`src/rtl/gpio_cfg_pkg.sv`:
```
// Shared types and constants for the GPIO pad configuration serial loader.
package gpio_cfg_pkg;

  localparam int CFG_BITS_DEF = 13;

  // Bit positions inside one pad configuration word
  localparam int GPIO_MGMT_EN = 0;
  localparam int GPIO_OEB     = 1;
  localparam int GPIO_HLDH    = 2;
  localparam int GPIO_INP_DIS = 3;
  localparam int GPIO_MOD_SEL = 4;
  localparam int GPIO_AN_EN   = 5;
  localparam int GPIO_AN_SEL  = 6;
  localparam int GPIO_AN_POL  = 7;
  localparam int GPIO_SLOW    = 8;
  localparam int GPIO_TRIP    = 9;
  localparam int GPIO_DM_LSB  = 10;
  localparam int GPIO_DM_MSB  = 12;

  typedef enum logic [2:0] {
    IDLE, FETCH1, FETCH2, FETCH_W, SHIFT, LOAD, DONE
  } ld_state_e;

  function automatic int imax(input int a, input int b);
    return (a > b) ? a : b;
  endfunction

endpackage

```
`src/rtl/gpio_serial_clkgen.sv`:
```
// Serial clock phase counter: low for CLK_DIV cycles, then high for CLK_DIV,
// restarting in the low phase whenever it is disabled.
module gpio_serial_clkgen #(
  parameter int CLK_DIV = 2
) (
  input  logic clk_i,
  input  logic rst_i,
  input  logic en_i,
  output logic rise_o,
  output logic fall_o
);

  localparam int CW = (CLK_DIV > 1) ? $clog2(CLK_DIV) : 1;

  logic [CW-1:0] cnt_q, cnt_d;
  logic          hi_q, hi_d;
  logic          last;

  assign last = (cnt_q == CW'(CLK_DIV - 1));

  always_comb begin
    cnt_d = cnt_q;
    hi_d  = hi_q;
    if (!en_i) begin
      cnt_d = '0;
      hi_d  = 1'b0;
    end else if (last) begin
      cnt_d = '0;
      hi_d  = ~hi_q;
    end else begin
      cnt_d = cnt_q + 1'b1;
    end
  end

  always_ff @(posedge clk_i or posedge rst_i) begin
    if (rst_i) begin
      cnt_q <= '0;
      hi_q  <= 1'b0;
    end else begin
      cnt_q <= cnt_d;
      hi_q  <= hi_d;
    end
  end

  // Strobes mark the last cycle of each phase
  assign rise_o = en_i & last & ~hi_q;
  assign fall_o = en_i & last & hi_q;

endmodule

```
`src/rtl/gpio_serial_loader.sv`:
```
// Streams per-pad config words from the config store into the two user-area
// GPIO shift chains, then pulses serial_load to latch them into the pads.
module gpio_serial_loader
  import gpio_cfg_pkg::*;
#(
  parameter int AREA1PADS  = 14,
  parameter int TOTAL_PADS = 27,
  parameter int CFG_BITS   = CFG_BITS_DEF,
  parameter int CLK_DIV    = 2
) (
  input  logic                          wb_clk_i,
  input  logic                          wb_rst_i,
  input  logic                          xfer_start,
  output logic                          busy,
  output logic                          done,
  output logic                          cfg_rd_en,
  output logic [$clog2(TOTAL_PADS)-1:0] cfg_rd_addr,
  input  logic [CFG_BITS-1:0]           cfg_rd_data,
  output logic                          serial_clock,
  output logic                          serial_load,
  output logic                          serial_resetn,
  output logic                          serial_data_1,
  output logic                          serial_data_2
);

  localparam int AW        = $clog2(TOTAL_PADS);
  localparam int AREA2PADS = TOTAL_PADS - AREA1PADS;
  localparam int STEPS     = imax(AREA1PADS, AREA2PADS);
  localparam int OFF1      = STEPS - AREA1PADS;
  localparam int OFF2      = STEPS - AREA2PADS;
  localparam int SW        = $clog2(STEPS + 1);
  localparam int BW        = $clog2(CFG_BITS + 1);

  ld_state_e           state_q;
  logic [SW-1:0]       step_q, step_n;
  logic [BW-1:0]       bit_q;
  logic [CFG_BITS-1:0] sh1_q, sh2_q;
  logic                busy_q, done_q, rd_en_q, sclk_q, load_q, resetn_q;
  logic [AW-1:0]       addr_q, addr1_n, addr2;
  logic                real1, real1_n, real2;
  logic                rise, fall;

  // Step about to be fetched when entering FETCH1
  assign step_n  = (state_q == IDLE) ? '0 : step_q + 1'b1;
  assign real1_n = int'(step_n) >= OFF1;
  assign addr1_n = AW'(AREA1PADS - 1 - (int'(step_n) - OFF1));
  assign real1   = int'(step_q) >= OFF1;
  assign real2   = int'(step_q) >= OFF2;
  assign addr2   = AW'(AREA1PADS + int'(step_q) - OFF2);

  gpio_serial_clkgen #(.CLK_DIV(CLK_DIV)) u_clkgen (
    .clk_i (wb_clk_i),
    .rst_i (wb_rst_i),
    .en_i  ((state_q == SHIFT) || (state_q == LOAD)),
    .rise_o(rise),
    .fall_o(fall)
  );

  always_ff @(posedge wb_clk_i or posedge wb_rst_i) begin
    if (wb_rst_i) begin
      state_q  <= IDLE;
      step_q   <= '0;
      bit_q    <= '0;
      sh1_q    <= '0;
      sh2_q    <= '0;
      busy_q   <= 1'b0;
      done_q   <= 1'b0;
      rd_en_q  <= 1'b0;
      addr_q   <= '0;
      sclk_q   <= 1'b0;
      load_q   <= 1'b0;
      resetn_q <= 1'b0;
    end else begin
      resetn_q <= 1'b1;
      done_q   <= 1'b0;
      rd_en_q  <= 1'b0;
      case (state_q)
        IDLE: if (xfer_start) begin
          busy_q  <= 1'b1;
          step_q  <= '0;
          state_q <= FETCH1;
          if (real1_n) begin
            rd_en_q <= 1'b1;
            addr_q  <= addr1_n;
          end
        end
        FETCH1: begin
          if (real2) begin
            rd_en_q <= 1'b1;
            addr_q  <= addr2;
          end
          state_q <= FETCH2;
        end
        FETCH2: begin
          sh1_q   <= real1 ? cfg_rd_data : '0;
          state_q <= FETCH_W;
        end
        FETCH_W: begin
          sh2_q   <= real2 ? cfg_rd_data : '0;
          bit_q   <= '0;
          state_q <= SHIFT;
        end
        SHIFT: begin
          if (rise) sclk_q <= 1'b1;
          // Data only moves on the falling strobe, so it is stable while high
          if (fall) begin
            sclk_q <= 1'b0;
            sh1_q  <= sh1_q << 1;
            sh2_q  <= sh2_q << 1;
            if (bit_q == BW'(CFG_BITS - 1)) begin
              bit_q <= '0;
              if (step_q == SW'(STEPS - 1)) begin
                load_q  <= 1'b1;
                state_q <= LOAD;
              end else begin
                step_q  <= step_n;
                state_q <= FETCH1;
                if (real1_n) begin
                  rd_en_q <= 1'b1;
                  addr_q  <= addr1_n;
                end
              end
            end else begin
              bit_q <= bit_q + 1'b1;
            end
          end
        end
        LOAD: if (fall) begin
          load_q  <= 1'b0;
          done_q  <= 1'b1;
          busy_q  <= 1'b0;
          state_q <= DONE;
        end
        DONE:    state_q <= IDLE;
        default: state_q <= IDLE;
      endcase
    end
  end

  assign busy          = busy_q;
  assign done          = done_q;
  assign cfg_rd_en     = rd_en_q;
  assign cfg_rd_addr   = addr_q;
  assign serial_clock  = sclk_q;
  assign serial_load   = load_q;
  assign serial_resetn = resetn_q;
  assign serial_data_1 = sh1_q[CFG_BITS-1];
  assign serial_data_2 = sh2_q[CFG_BITS-1];

endmodule

```
`config.mk`:
```
export PLATFORM = sky130hd
export DESIGN_NAME = gpio_serial_loader
export DESIGN_NICKNAME = d
export VERILOG_FILES = /design/src/rtl/gpio_cfg_pkg.sv /design/src/rtl/gpio_serial_clkgen.sv /design/src/rtl/gpio_serial_loader.sv
export SDC_FILE = /design/constraint.sdc
export NUM_CORES = 1
export LEC_CHECK = 0
export ABC_AREA = 0
export CAP_MARGIN = 20
export CELL_PAD_IN_SITES_DETAIL_PLACEMENT = 0
export CELL_PAD_IN_SITES_GLOBAL_PLACEMENT = 2
export CORE_UTILIZATION = 30
export DETAILED_ROUTE_END_ITERATION = 7
export PLACE_DENSITY_LB_ADDON = 0.1
export SYNTH_ARGS = -nofsm -noshare
export SYNTH_HDL_FRONTEND = slang
export SYNTH_HIERARCHICAL = 1
export SYNTH_SLANG_ARGS = --single-unit
export TNS_END_PERCENT = 20
```
`constraint.sdc`:
```
create_clock -name wb_clk_i -period 2 [get_ports wb_clk_i]
set_input_delay 0.3 -clock wb_clk_i [delete_from_list [all_inputs] [get_ports wb_clk_i]]
set_output_delay 0.3 -clock wb_clk_i [all_outputs]
set_load 0.1 [all_outputs]
```
==> results.md <==
- # H-tree levels: 2
- CTS tree: done
- Pleak: 1.49 nW
- Slew Limit Fails: 0
- Number of synthesized flops with an enable pin: 0
- WL per Instance: 14.0 um
- Synth Instances: 267
- Clock tree buffer depth: 2
- Remaining antenna violation count after routing: 0
- Compound-Gate Fraction of Synth Area: 18.9%
- Placed Cells: 410
- Adder-cell share of the synthesized area: 2.93%
- CP max FO: 6
- Prevailing post-synth register cell: dfrtp_1
- DRC Markers: 0
- Vias per Instance: 4.84
- Most frequent cells in the layout: 50 x dfrtp_1, 35 x buf_4, 28 x nand2_1, 26 x o21ai_0, 25 x nor2_1
- Gpl congestion: 0.767
- Grt ovf: 0
- Die ar.: 0.00891 mm^2
- TritonCTS buffer count: 5
- Fin nets: 334
- Hold-fix buffers, CTS: 0
- DP Area: 0.00313 mm^2
- Setup skew after layout: 6.86 ps
- Critical path class: reg2reg
- Antenna cell count: 0
- Area growth from synthesis to layout: 28.4%
- Final Hold Viols: 0
- Post-route design area: 0.00329 mm^2
- Row Count: 33
- Status: complete, no violations
- Fmax: 0.535 GHz
- Share of layout cells above drive strength 1: 22.0%
- Fin util: 40.0%
- Syn_nets: 289
- GR Util All Layers: 14.7%
- DP HPWL: 4270 um
- Dominant cells by area after synthesis: dfrtp_1 49%, mux2i_1 5.9%, o21ai_0 5.3%
- Final min period: 1870 ps
- Port Buffer Count: 28
- Fin crit share: 93.5%
- Simple-gate share of the synthesized area: 16.6%
- Clock Latency Late Sink: 300 ps
- Initial antenna violation count: 0
- IO Pins: 29
- VDD IR max: 0.194 mV
- Req. time, crit path: 2230 ps
- Min-delay worst type: in2async
- Initial DRC Count: 70
- Starting Density: 31.2%
- Worst slack at placement: 65.3 ps
- Final Setup Violations: 0
- Seq cells post-synth: 50
- Rel. slew slack: 65.5%
- Setup ws final: 131 ps
- Commonest non-fill, non-tap cell in the layout: dfrtp_1
- Mux cell area share after synthesis: 7.77%
- Total clock sinks: 50
- Critical path startpoint category: flip-flop
- Post-synthesis xor/xnor area fraction: 0.684%
- Yosys top cell area share: 48.9%
- Yosys top cell by area: dfrtp_1
- Register area share after synthesis: 48.9%
- Global-route wire length before repair: 9940 um
- Die width: 94.4 um
- CTS root buf: clkbuf_8
- Critical Path AT: 2100 ps
- Post-route insts no fill: 418
- PD cells: 549 mW/mm^2
- WL final: 5860 um
- Element type at the critical path end: flip-flop
- Netlist cell types: 46
- Number of global-route vias before repair: 1941
- Max Cap Viol: 0
- 1st-pass router iterations: 4
- Core area: 0.00822 mm^2
- Asr flop ratio synth: 100%
- Pin count of the biggest net entering global routing: 29
- Synthesis warning total: 6
- Main combinational cell family by area after synthesis: compound AO/OA/AOI/OAI gates
- Clock-pin slew on the worst setup and hold paths: 100 ps
- Synth Cell Area: 0.00256 mm^2
- Avg Synthesized Cell Area: 9.59 um^2
- Worst Tran Pin Value: 517 ps
- Die height: 94.4 um
- Vias: 2023
- Postcts setup bufs: 0
[worst max-delay path: stages (launching register included)]
cell and delay [ps]:
dfrtp_1 420, ha_1 260, xnor2_2 210, nor2_2 70
ha_4 190, mux2_4 260, o2bb2ai_2 130, o22ai_1 90
a31oi_1 160
[area by class of cell]
class | count | area (um^2)
flip-flops and latches | 50 | 1250
well taps | 105 | 131
repair buffers | 54 | 493
clock buffers | 7 | 86.3
clock inverters | 1 | 5.00
fillers | 833 | 4930
inverters | 8 | 30.0
multi-input cells | 193 | 1290
[cells in the mapped netlist, types with 2 or more instances]
cell type / n
nand2_1: 28
nor2b_1: 7
clkbuf_1: 10
o31ai_1: 4
and2_1: 4
nand3_1: 2
nand2b_1: 6
mux2i_1: 15
mux2_2: 3
nor3_1: 3
o21ai_0: 27
ha_1: 6
o22ai_1: 3
a21o_1: 2
a31oi_1: 2
buf_2: 5
nor2_1: 26
dfrtp_1: 50
a22oi_1: 13
a21oi_1: 17
and3_1: 2
inv_1: 8
[power breakdown]
group	switching [W]	leakage (nW)	internal, W
clock network	0.000343	0.0482	0.000280
logic	0.0000980	0.799	0.0000577
registers	0.00000567	0.639	0.00102
total	0.000447	1.49	0.00136
[logic make-up (layout without fill, tap and decap cells)]
family	count (synthesis)	in the layout
fa+ha+maj	6	6
xor+xnor	2	2
mux	19	19
simple gates	87	87
compound gates	78	78
other cells	1	1
flops	50	50
buf+inv	24	70
[worst paths after layout]
check	from	end	slack, ps	cells after the start
max in group asynchronous	wb_rst_i	sh1_q[2]	1160	3
setup / recovery	step_q[0]	cfg_rd_addr[3]	130	8
setup reg to reg	step_q[0]	cfg_rd_addr[3]	130	8
hold / removal	wb_rst_i	u_clkgen/hi_q	190	2
hold reg to reg	sh2_q[8]	sh2_q[8]	490	2
min in group wb_clk_i	sh2_q[8]	sh2_q[8]	490	2
[routing by layer]
metal  global-route usage, %  up-vias  share of wire [%]
met5                       0        -                  0
met4                    3.85        0                1.2
met3                    3.46        7                3.3
met2                    24.2       26                 48
met1                    19.4      960                 47
li1                        -     1030                  -
[through the flow]
| stage | hold slack [ps] | total power, W | setup TNS [ps] |
|---|---|---|---|
| finish | 186 | 0.00180 | 0 |
| global route | 183 | 0.00189 | -23.7 |
| CTS | 182 | 0.00184 | 0 |
| detailed placement | 462 | 0.00120 | 0 |
| global placement | 462 | 0.00120 | 0 |
| floorplan | 41.2 | 0.00113 | 0 |
[sequential cells by signal, summed over array words and instances, names as in the netlist]
register        cells
cfg_rd_addr         5
u_clkgen/cnt_q      1
done                1
state_q             3
sh2_q              13
serial_clock        1
serial_resetn       1
serial_load         1
bit_q               4
cfg_rd_en           1
sh1_q              13
step_q              4
busy                1
u_clkgen/hi_q       1
[timing repair]
item | CTS | global route
endpoints found under the hold margin | 0 | 0
setup endpoints to repair | 0 | 4
resized for setup | 0 | 13
No activity file was read; power rests on OpenSTA's default activity.
